===== config.mk =====
export PLATFORM = sky130hd
export DESIGN_NAME = bin2bcd_seq
export DESIGN_NICKNAME = d
export VERILOG_FILES = /design/src/rtl/bin2bcd_seq.sv
export SDC_FILE = /design/constraint.sdc
export NUM_CORES = 1
export LEC_CHECK = 0
export BUFFER_PORTS_ARGS = -buffer_cell sky130_fd_sc_hd__buf_4
export CAP_MARGIN = 20
export CORE_MARGIN = 3
export CORE_UTILIZATION = 60
export DETAILED_ROUTE_END_ITERATION = 7
export GPL_TIMING_DRIVEN = 0
export PLACE_DENSITY = 0.8
export SLEW_MARGIN = 20
export SYNTH_ARGS = -nofsm -noshare
export SYNTH_HDL_FRONTEND = slang
export SYNTH_SLANG_ARGS = --single-unit

===== constraint.sdc =====
create_clock -name clk -period 3.7 [get_ports clk]
set_input_delay 0.37 -clock clk [delete_from_list [all_inputs] [get_ports clk]]
set_output_delay 0.37 -clock clk [all_outputs]
set_load 0.03 [all_outputs]

===== src/rtl/bin2bcd_seq.sv =====
// Sequential binary-to-BCD converter (shift-and-add-3), one input bit per clock.
// Define BIN2BCD_OVF_SAT_EN to build the overflow flag and saturate bcd to all nines on overflow.
module bin2bcd_seq #(
    parameter int WIDTH  = 14,
    parameter int DIGITS = 4
) (
    input  logic                  clk,
    input  logic                  rst_n,
    input  logic                  start,
    input  logic [WIDTH-1:0]      bin,
    output logic                  busy,
    output logic                  done,
    output logic [4*DIGITS-1:0]   bcd,
    output logic                  overflow
);

    localparam int BCD_W = 4 * DIGITS;
    localparam int CNT_W = $clog2(WIDTH + 1);

    localparam logic [0:0] IDLE  = 1'b0;
    localparam logic [0:0] SHIFT = 1'b1;

    logic [0:0]       state_reg, state_next;
    logic [CNT_W-1:0] cnt_reg, cnt_next;
    logic [BCD_W-1:0] scr_reg, scr_next;
    logic [WIDTH-1:0] shreg_reg, shreg_next;
    logic [BCD_W-1:0] bcd_reg, bcd_next;
    logic             done_reg, done_next;
    logic [BCD_W-1:0] corr;

`ifdef BIN2BCD_OVF_SAT_EN
    logic acc_reg, acc_next;
    logic ovf_reg, ovf_next;
`endif

    // Add-3 correction; 10..15 cannot arise from a valid scratch and are pinned to F.
    function automatic logic [3:0] correct_digit(input logic [3:0] d);
        if (d <= 4'd4)
            return d;
        else if (d <= 4'd9)
            return d + 4'd3;
        else
            return 4'hF;
    endfunction

    generate
        for (genvar gi = 0; gi < DIGITS; gi++) begin : g_corr
            assign corr[4*gi +: 4] = correct_digit(scr_reg[4*gi +: 4]);
        end
    endgenerate

    always_comb begin
        state_next = state_reg;
        cnt_next   = cnt_reg;
        scr_next   = scr_reg;
        shreg_next = shreg_reg;
        bcd_next   = bcd_reg;
        done_next  = 1'b0;
`ifdef BIN2BCD_OVF_SAT_EN
        acc_next   = acc_reg;
        ovf_next   = ovf_reg;
`endif
        case (state_reg)
            IDLE: begin
                if (start) begin
                    shreg_next = bin;
                    scr_next   = '0;
                    cnt_next   = CNT_W'(WIDTH);
                    state_next = SHIFT;
`ifdef BIN2BCD_OVF_SAT_EN
                    acc_next   = 1'b0;
`endif
                end
            end
            SHIFT: begin
                // The bit leaving the top digit recycles into the vacated shift-register
                // LSB; those low bits are never consumed, so the value there is don't-care.
                {scr_next, shreg_next} = {corr[BCD_W-2:0], shreg_reg, corr[BCD_W-1]};
                cnt_next = cnt_reg - CNT_W'(1);
`ifdef BIN2BCD_OVF_SAT_EN
                acc_next = acc_reg | corr[BCD_W-1];
`endif
                if (cnt_reg == CNT_W'(1)) begin
                    state_next = IDLE;
                    done_next  = 1'b1;
`ifdef BIN2BCD_OVF_SAT_EN
                    ovf_next   = acc_next;
                    bcd_next   = acc_next ? {DIGITS{4'h9}} : scr_next;
`else
                    bcd_next   = scr_next;
`endif
                end
            end
            default: state_next = IDLE;
        endcase
    end

    always_ff @(posedge clk) begin
        if (!rst_n) begin
            state_reg <= IDLE;
            cnt_reg   <= '0;
            scr_reg   <= '0;
            shreg_reg <= '0;
            bcd_reg   <= '0;
            done_reg  <= 1'b0;
`ifdef BIN2BCD_OVF_SAT_EN
            acc_reg   <= 1'b0;
            ovf_reg   <= 1'b0;
`endif
        end else begin
            state_reg <= state_next;
            cnt_reg   <= cnt_next;
            scr_reg   <= scr_next;
            shreg_reg <= shreg_next;
            bcd_reg   <= bcd_next;
            done_reg  <= done_next;
`ifdef BIN2BCD_OVF_SAT_EN
            acc_reg   <= acc_next;
            ovf_reg   <= ovf_next;
`endif
        end
    end

    assign busy = (state_reg == SHIFT);
    assign done = done_reg;
    assign bcd  = bcd_reg;
`ifdef BIN2BCD_OVF_SAT_EN
    assign overflow = ovf_reg;
`else
    assign overflow = 1'b0;
`endif

endmodule


Word-level counts from Yosys, hierarchy flattened
Cells that the tools add are included.

Logic and storage cells: 42. Register bits after elaboration: 52. Input port bits: 17. Output and inout bits: 19.

Add/subtract/negate cells: 5. Reduce and logical (&&, ||, !) cells: 2. Bitwise gates (word level): 1. Eq/ne operators: 2. Order comparisons: 8. Multiplexer cells: 18.

Operators with widths (count): 4-bit 2-to-1 mux (9); 16-bit case mux with 2 select lines (1); 14-bit case mux with 2 select lines (1); 4-bit by 2-bit adder with 4-bit output, second input constant (4); 4-bit by 3-bit <= comparator with 1-bit output, second input constant (4); 4-bit <= comparator, second input constant (4); 16-bit 2-to-1 mux (1); 14-bit 2-to-1 mux (1); 4-bit case mux with 2 select lines (1); 4-bit by 1-bit == test with 1-bit output, second input constant (1); 2-bit AND reduction (2); 4-bit by 1-bit subtractor with 4-bit output, second input constant (1); 1-bit 2-to-1 mux (3); 2-bit inequality test, second input constant (1); 1-bit case mux with 2 select lines (1); 1-bit NOT (1).

Logic depth before layout (Yosys ltp)
Gate-level depths: netlist of the first run.

Word-level depth: 4. Depth in mapped cells: 8. Gate-level depth less buffers: 7.

Least setup slack after synthesis of the first run
No wires, ideal clock.

Kind: register -> register. Start: register state_reg (netlist: busy). End: register bcd_reg[14] (netlist: bcd[14]). Arrival: 1275 ps. Required time: 3579 ps. Path buffers: 3. Cell stages (with the launch flop): 8. Clock period less this slack: 1396 ps. Slack: 2304 ps. Cells stage by stage: dfxtp_1 buf_6 nand2_2 nor3_4 nor2b_1 buf_6 buf_6 o2bb2ai_1.

Longest elaborated chain between the ends: 1.

Ends and longest elaborated chain: start, declared (line 23) `logic [0:0] state_reg, state_next;`; start signal, assigned (line 111) `state_reg <= state_next;`; 2-bit AND reduction (no source line); end signal, assigned (line 115) `bcd_reg <= bcd_next;`; end, declared (line 27) `logic [BCD_W-1:0] bcd_reg, bcd_next;`.

No other way between the ends. A chain may end at the register's enable or synchronous reset.

Worst setup path in the final report of the first run
Start: register scr_reg[4]. End: register scr_reg[5].

Longest elaborated chain between the ends: 4. Elaborated cells on any way between the ends: 6. Those cells by class: 1 x add/sub; 2 x order compare; 3 x mux.

Ends and longest elaborated chain: start, declared (line 25) `logic [BCD_W-1:0] scr_reg, scr_next;`; start signal, assigned (line 113) `scr_reg <= scr_next;`; 4-bit by 2-bit adder with 4-bit output / 4-bit <= comparator (equally long branches) (line 41, 40); 4-bit 2-to-1 mux (line 40) `else if (d <= 4'd9)`; 4-bit 2-to-1 mux * (line 38) `if (d <= 4'd4)`; 16-bit case mux with 2 select lines * (line 63) `case (state_reg)`.

Every way passes the cells marked *; elsewhere a longest branch is shown, timed or not.

==> flow_metrics.env, run 1 <==
export IMPL_yosysWarningCount=0
export IMPL_drv_slew=0
export IMPL_final_common_cell="dfxtp_1"
export IMPL_clock_root_buffer="clkbuf_8"
export IMPL_stdcell_area_sq_um=2890
export IMPL_cts_tree="done"
export IMPL_fin_worst_skew_ns=0.00753
export IMPL_cts_resized_gates=0
export IMPL_cts_setup_buffers=0
export IMPL_tns_ns=0
export IMPL_first_pass_iters=4
export IMPL_startpoint_type="flop"
export IMPL_period_minus_slack_ns=1.61
export IMPL_die_w_um=70.4
export IMPL_ys_seq_elements=52
export IMPL_maxCapViolCount=0
export IMPL_clock_path_buffers=2
export IMPL_cp_slowest_cell="dfxtp_1"
export IMPL_critPathMaxStageDelay_ns=0.38
export IMPL_grt_first_pass_wirelength_um=8950
export IMPL_hp_class="in2reg"
export IMPL_grt_pass1_vias=1984
export IMPL_worstPathCellList="inv_1 -> ha_1 -> nand2b_1 -> xnor2_1 -> o22ai_1 -> o32ai_1"
export IMPL_dp_hpwl_um=3700
export IMPL_antenna_left=0
export IMPL_rsz0062_at_grt="no"
export IMPL_fin_util_pct=75.6
export IMPL_crit_required_ns=3.87
export IMPL_crit_arrival_ns=1.78
export IMPL_peakVddDrop_v=0.000265
export IMPL_antenna_cells=0
export IMPL_dieArea_sq_um=4950
export IMPL_wirelength_um=5160
export IMPL_numCtsBuffers=5
export IMPL_grt_overflow_total=0
export IMPL_finalCritPeriodShare_pct=43.4
export IMPL_dpl_instance_area_sq_um=2800
export IMPL_ctsHoldBuffers=0
export IMPL_via_per_inst=5.64
export IMPL_grt_max_degree=15
export IMPL_most_common_layout_cells="dfxtp_1 (52), buf_4 (36), mux2i_1 (22)"
export IMPL_ys_top_cells_by_area="dfxtp_1 (42%), mux2i_1 (8.9%), o2bb2ai_1 (5.3%)"
export IMPL_max_freq_mhz=623
export IMPL_antenna_found_initial=0
export IMPL_nNetsFinal=330
export IMPL_place_congestion=0.822
export IMPL_vias=1986
export IMPL_synth_seq_area_share_pct=41.9
export IMPL_insertion_delay_ns=0.30
export IMPL_synth_edf_count=0
export IMPL_path_buf_inv=1
export IMPL_initial_core_util_pct=65.0
export IMPL_synth_nets=289
export IMPL_htreeDepth=2
export IMPL_ys_async_sr_fraction_pct=0
export IMPL_synth_flop_cell="dfxtp_1"
export IMPL_cp_max_fo=5
export IMPL_ys_types=35
export IMPL_syn_area_per_cell_sq_um=9.49
export IMPL_port_buffers=34
export IMPL_critical_path_top_delay_family="flip-flops"
export IMPL_drtIter0Drc=80
export IMPL_p_leak_nw=1.17
export IMPL_crit_type="reg2reg"
export IMPL_core_area_sq_um=3830
export IMPL_synth_top_cell_area_share_pct=41.9
export IMPL_cts_sinks=52
export IMPL_setup_viol_count_final=0
export IMPL_synth_area_leader_cell="dfxtp_1"
export IMPL_synthCells=262
export IMPL_grt_total_usage_pct=22.1
export IMPL_drive_gt1_share_pct=18.8
export IMPL_status="complete, no violations"
export IMPL_endpoint_kind="flop"
export IMPL_hold_violations=0
export IMPL_wire_per_inst_um=14.6
export IMPL_synth_area_sq_um=2490
export IMPL_clk_pin_slew_ns=0.09
export IMPL_syn2layout_area_growth_pct=16.3
export IMPL_ioPinCount=36
export IMPL_row_count=22
export IMPL_powerDensity_nw_per_um2=355
export IMPL_fp_dieH_um=70.4
export IMPL_drc=0
==> synthesized netlist by cell type (all sizes together) (5+ instances only) <==
cell     instances
dfxtp           52
mux2i           22
inv             21
o21ai           21
nand2           17
o2bb2ai         15
and2            13
buf             13
ha              10
nor2b            8
o22ai            8
o32ai            8
a21boi           7
nand3            6
a21oi            5
nand2b           5
==> power by group <==
| group | total (W) | internal (W) | switching (W) |
|---|---|---|---|
| Combinational | 0.000111 | 0.0000524 | 0.0000587 |
| Clock | 0.000327 | 0.000153 | 0.000174 |
| Sequential | 0.000587 | 0.000575 | 0.0000116 |
==> tightest hold or removal path, delay by kind of cell <==
family | cells | cell delay [ns]
AO/OA/AOI/OAI | 1 | 0.12
buffers and inverters | 1 | 0.08
AND/OR/NAND/NOR | 1 | 0.11
multiplexers | 1 | 0.05
==> cells by family after synthesis <==
logic type                 share of synthesized area [%]
AOI/OAI and AO/OA                                   20.8
and+or+nand+nor                                     12.9
DFF                                                 41.9
buffers and inverters                               8.05
muxes                                               9.76
adders and majority gates                           5.03
xor gates and xnor gates                            1.41
other                                              0.151
==> path summary, 6_finish.rpt <==
path	startpoint	to	slack (ns)	cells after the start
min	bin[3]	shreg_reg[3]	0.45	4
min reg2reg	bcd[5]	bcd[5]	0.47	1
max	scr_reg[4]	scr_reg[5]	2.09	6
max reg2reg	scr_reg[4]	scr_reg[5]	2.09	6
==> layout make-up <==
cell class / count / area (sq um)
Multi-Input combinational cell: 172 / 1240
Buffer: 17 / 121
Clock buffer: 8 / 90.1
Tap cell: 48 / 60.1
Inverter: 21 / 78.8
Fill cell: 306 / 935
Sequential cell: 52 / 1040
Timing Repair Buffer: 34 / 255
==> through the flow <==
stage                     setup WS, ns  hold WS, ns  instances  total power (W)
after floorplan                   2.30        0.464        262         0.000674
after global placement            2.16        0.447        344         0.000709
after detailed placement          2.14        0.450        344         0.000710
after CTS                         2.11        0.445        352          0.00103
after global routing              1.93        0.454        352          0.00107
final                             2.09        0.446        352          0.00103
==> layer usage <==
layer	GRT usage, %	vias to the layer above	part of all wire (%)	wire (um)
met5	0	-	0	0
met4	8.94	0	1.5	77
met3	3.88	8	3.7	193
met2	34.8	42	45	2350
met1	29.8	938	49	2540
li1	-	998	-	-
(Power assumes the default switching activity.)
==> run 2: changes to the inputs <==
- CORE_UTILIZATION: 60 -> 56
- PLACE_DENSITY: 0.8 -> 0.75
- clock period: 3.7 -> 1.63 ns (I/O delays scaled with it)
==> flow_metrics.env, run 2 (synthesis gave the netlist of run 1 again) <==
export IMPL_status="complete, no violations"
export IMPL_combPwrFrac_pct=10.3
export IMPL_cp_depth=6
export IMPL_r2r_setup_slack_ns=0.06
export IMPL_cp_max_fo=5
export IMPL_fin_ws_ns=0.0576
export IMPL_nNetsFinal=330
export IMPL_drv_slew=0
export IMPL_hold_violations=0
export IMPL_p_int_w=0.00188
export IMPL_max_freq_mhz=636
export IMPL_syn2layout_area_growth_pct=18.2
export IMPL_r2r_end="scr_reg[2]"
export IMPL_via_per_inst=5.55
export IMPL_worstRegToRegCells=6
export IMPL_numCtsBuffers=5
export IMPL_antenna_found_initial=0
export IMPL_drc=0
export IMPL_clk_pin_slew_ns=0.09
export IMPL_critPathMaxStageDelay_ns=0.37
export IMPL_relSlewSlack_pct=61.5
export IMPL_cts_tree="done"
export IMPL_insertion_delay_ns=0.31
export IMPL_antenna_cells=0
export IMPL_crit_type="reg2reg"
export IMPL_die_w_um=72.6
export IMPL_pwr_share_seq_pct=54.3
export IMPL_wirelength_um=5200
export IMPL_worstMarginPinSlew_ns=0.575
export IMPL_antenna_left=0
export IMPL_core_area_sq_um=4140
export IMPL_hp_class="in2reg"
export IMPL_cp_slowest_cell="dfxtp_1"
export IMPL_clkPwrFrac_pct=35.4
export IMPL_cts_setup_buffers=0
export IMPL_wire_per_inst_um=14.7
export IMPL_cts_sinks=52
export IMPL_met3_usage_pct=4.41
export IMPL_powerDensity_nw_per_um2=835
export IMPL_startpoint_type="flop"
export IMPL_fin_hold_ws_ns=0.242
export IMPL_crit_end="scr_reg[2]"
export IMPL_r2r_start="scr_reg[0]"
export IMPL_setup_worst_path_start="scr_reg[0]"
export IMPL_final_common_cell="dfxtp_1"
export IMPL_setup_viol_count_final=0
export IMPL_peakVddDrop_v=0.000578
export IMPL_grt_first_pass_wirelength_um=8750
export IMPL_dieArea_sq_um=5280
export IMPL_vias=1966
export IMPL_grt_max_degree=16
export IMPL_finalCritPeriodShare_pct=96.5
export IMPL_period_minus_slack_ns=1.57
export IMPL_fillers=351
export IMPL_initial_core_util_pct=60.0
export IMPL_most_common_layout_cells="dfxtp_1 (52), buf_4 (36), mux2i_1 (22)"
export IMPL_drtIter0Drc=86
export IMPL_grtUsageMet2_pct=33.8
export IMPL_grt_overflow_total=0
export IMPL_htreeDepth=2
export IMPL_crit_required_ns=1.82
export IMPL_clock_path_buffers=2
export IMPL_maxCapViolCount=0
export IMPL_ioPinCount=36
export IMPL_swShare_pct=23.3
export IMPL_globalRouteMet1Util_pct=28.7
export IMPL_worstPathCellList="inv_1 -> ha_1 -> nand2b_1 -> mux2i_1 -> o22ai_1 -> o32ai_1"
export IMPL_preCtsSetupSlack_ns=0.101
export IMPL_endpoint_kind="flop"
export IMPL_drive_gt1_share_pct=21.1
export IMPL_crit_arrival_ns=1.76
export IMPL_p_switching_w=0.000573
export IMPL_p_leak_nw=1.18
export IMPL_port_buffers=34
export IMPL_fp_dieH_um=72.6
export IMPL_grt_total_usage_pct=21.0
export IMPL_dp_hpwl_um=3650
export IMPL_row_count=23
export IMPL_first_pass_iters=4
export IMPL_grt_busiest_layer="met2"
export IMPL_clock_root_buffer="clkbuf_8"
export IMPL_path_buf_inv=1
export IMPL_critical_path_top_delay_family="flip-flops"
export IMPL_place_congestion=0.830
export IMPL_grt_pass1_vias=1884
export IMPL_fin_worst_skew_ns=0.0101
-- run 2: worst min-delay path by stage --
stage               cells past startpoint  slack (ns)       endpoint    start
floorplan                               3        0.45  shreg_reg[10]  bin[10]
global placement                        1        0.44         bcd[2]   bcd[2]
detailed placement                      1        0.45         bcd[9]   bcd[9]
CTS                                     4        0.24  shreg_reg[13]  bin[13]
global route                            4        0.26   shreg_reg[3]   bin[3]
finish                                  4        0.24  shreg_reg[13]  bin[13]
-- run 2: cell type report --
cell class / instances / area, sq um / share of cell area, %
plain buffers: 17 / 121 / 4.13
well taps: 50 / 62.6 / 2.13
multi-input cells: 172 / 1270 / 43.3
flip-flops and latches: 52 / 1040 / 35.4
repair buffers: 34 / 255 / 8.69
clock inverters: 2 / 35.0 / 1.19
clock buffers: 6 / 72.6 / 2.47
inverters: 21 / 78.8 / 2.68
-- run 2: per-stage QoR --
stage	std cells	total power [W]	area (sq um)	setup TNS (ns)	utilization (%)
floorplan	262	0.00153	2490	0	-
global placement	346	0.00161	2800	0	67.7
detailed placement	346	0.00162	2800	0	67.7
CTS	354	0.00247	2910	0	70.3
global route	354	0.00256	2940	-0.0376	70.9
finish	354	0.00245	2940	0	70.9
-- run 2: tightest hold or removal path, stage by stage --
cell and delay [ns]:
buf_4 0.08, mux2i_1 0.05, o21ai_0 0.12, and2_1 0.11
-- run 2: per-layer routing --
metal,share of wire (%),wire [um]
met1,47,2460
met2,48,2480
met3,4.0,209
met4,1.1,56
met5,0,0
-- run 2: power groups by stage --
| stage | combinational, W | sequential [W] | clock, W |
|---|---|---|---|
| floorplan | 0.000169 | 0.00136 | 0 |
| global placement | 0.000251 | 0.00136 | 0 |
| detailed placement | 0.000254 | 0.00136 | 0 |
| CTS | 0.000255 | 0.00133 | 0.000886 |
| global route | 0.000284 | 0.00134 | 0.000937 |
| finish | 0.000253 | 0.00133 | 0.000868 |
-- run 2: timing repair --
action	4_1_cts	5_1_grt
hold endpoints to repair	0	0
gates resized for setup	0	6
hold buffers	0	0
endpoints found under the setup margin	0	8
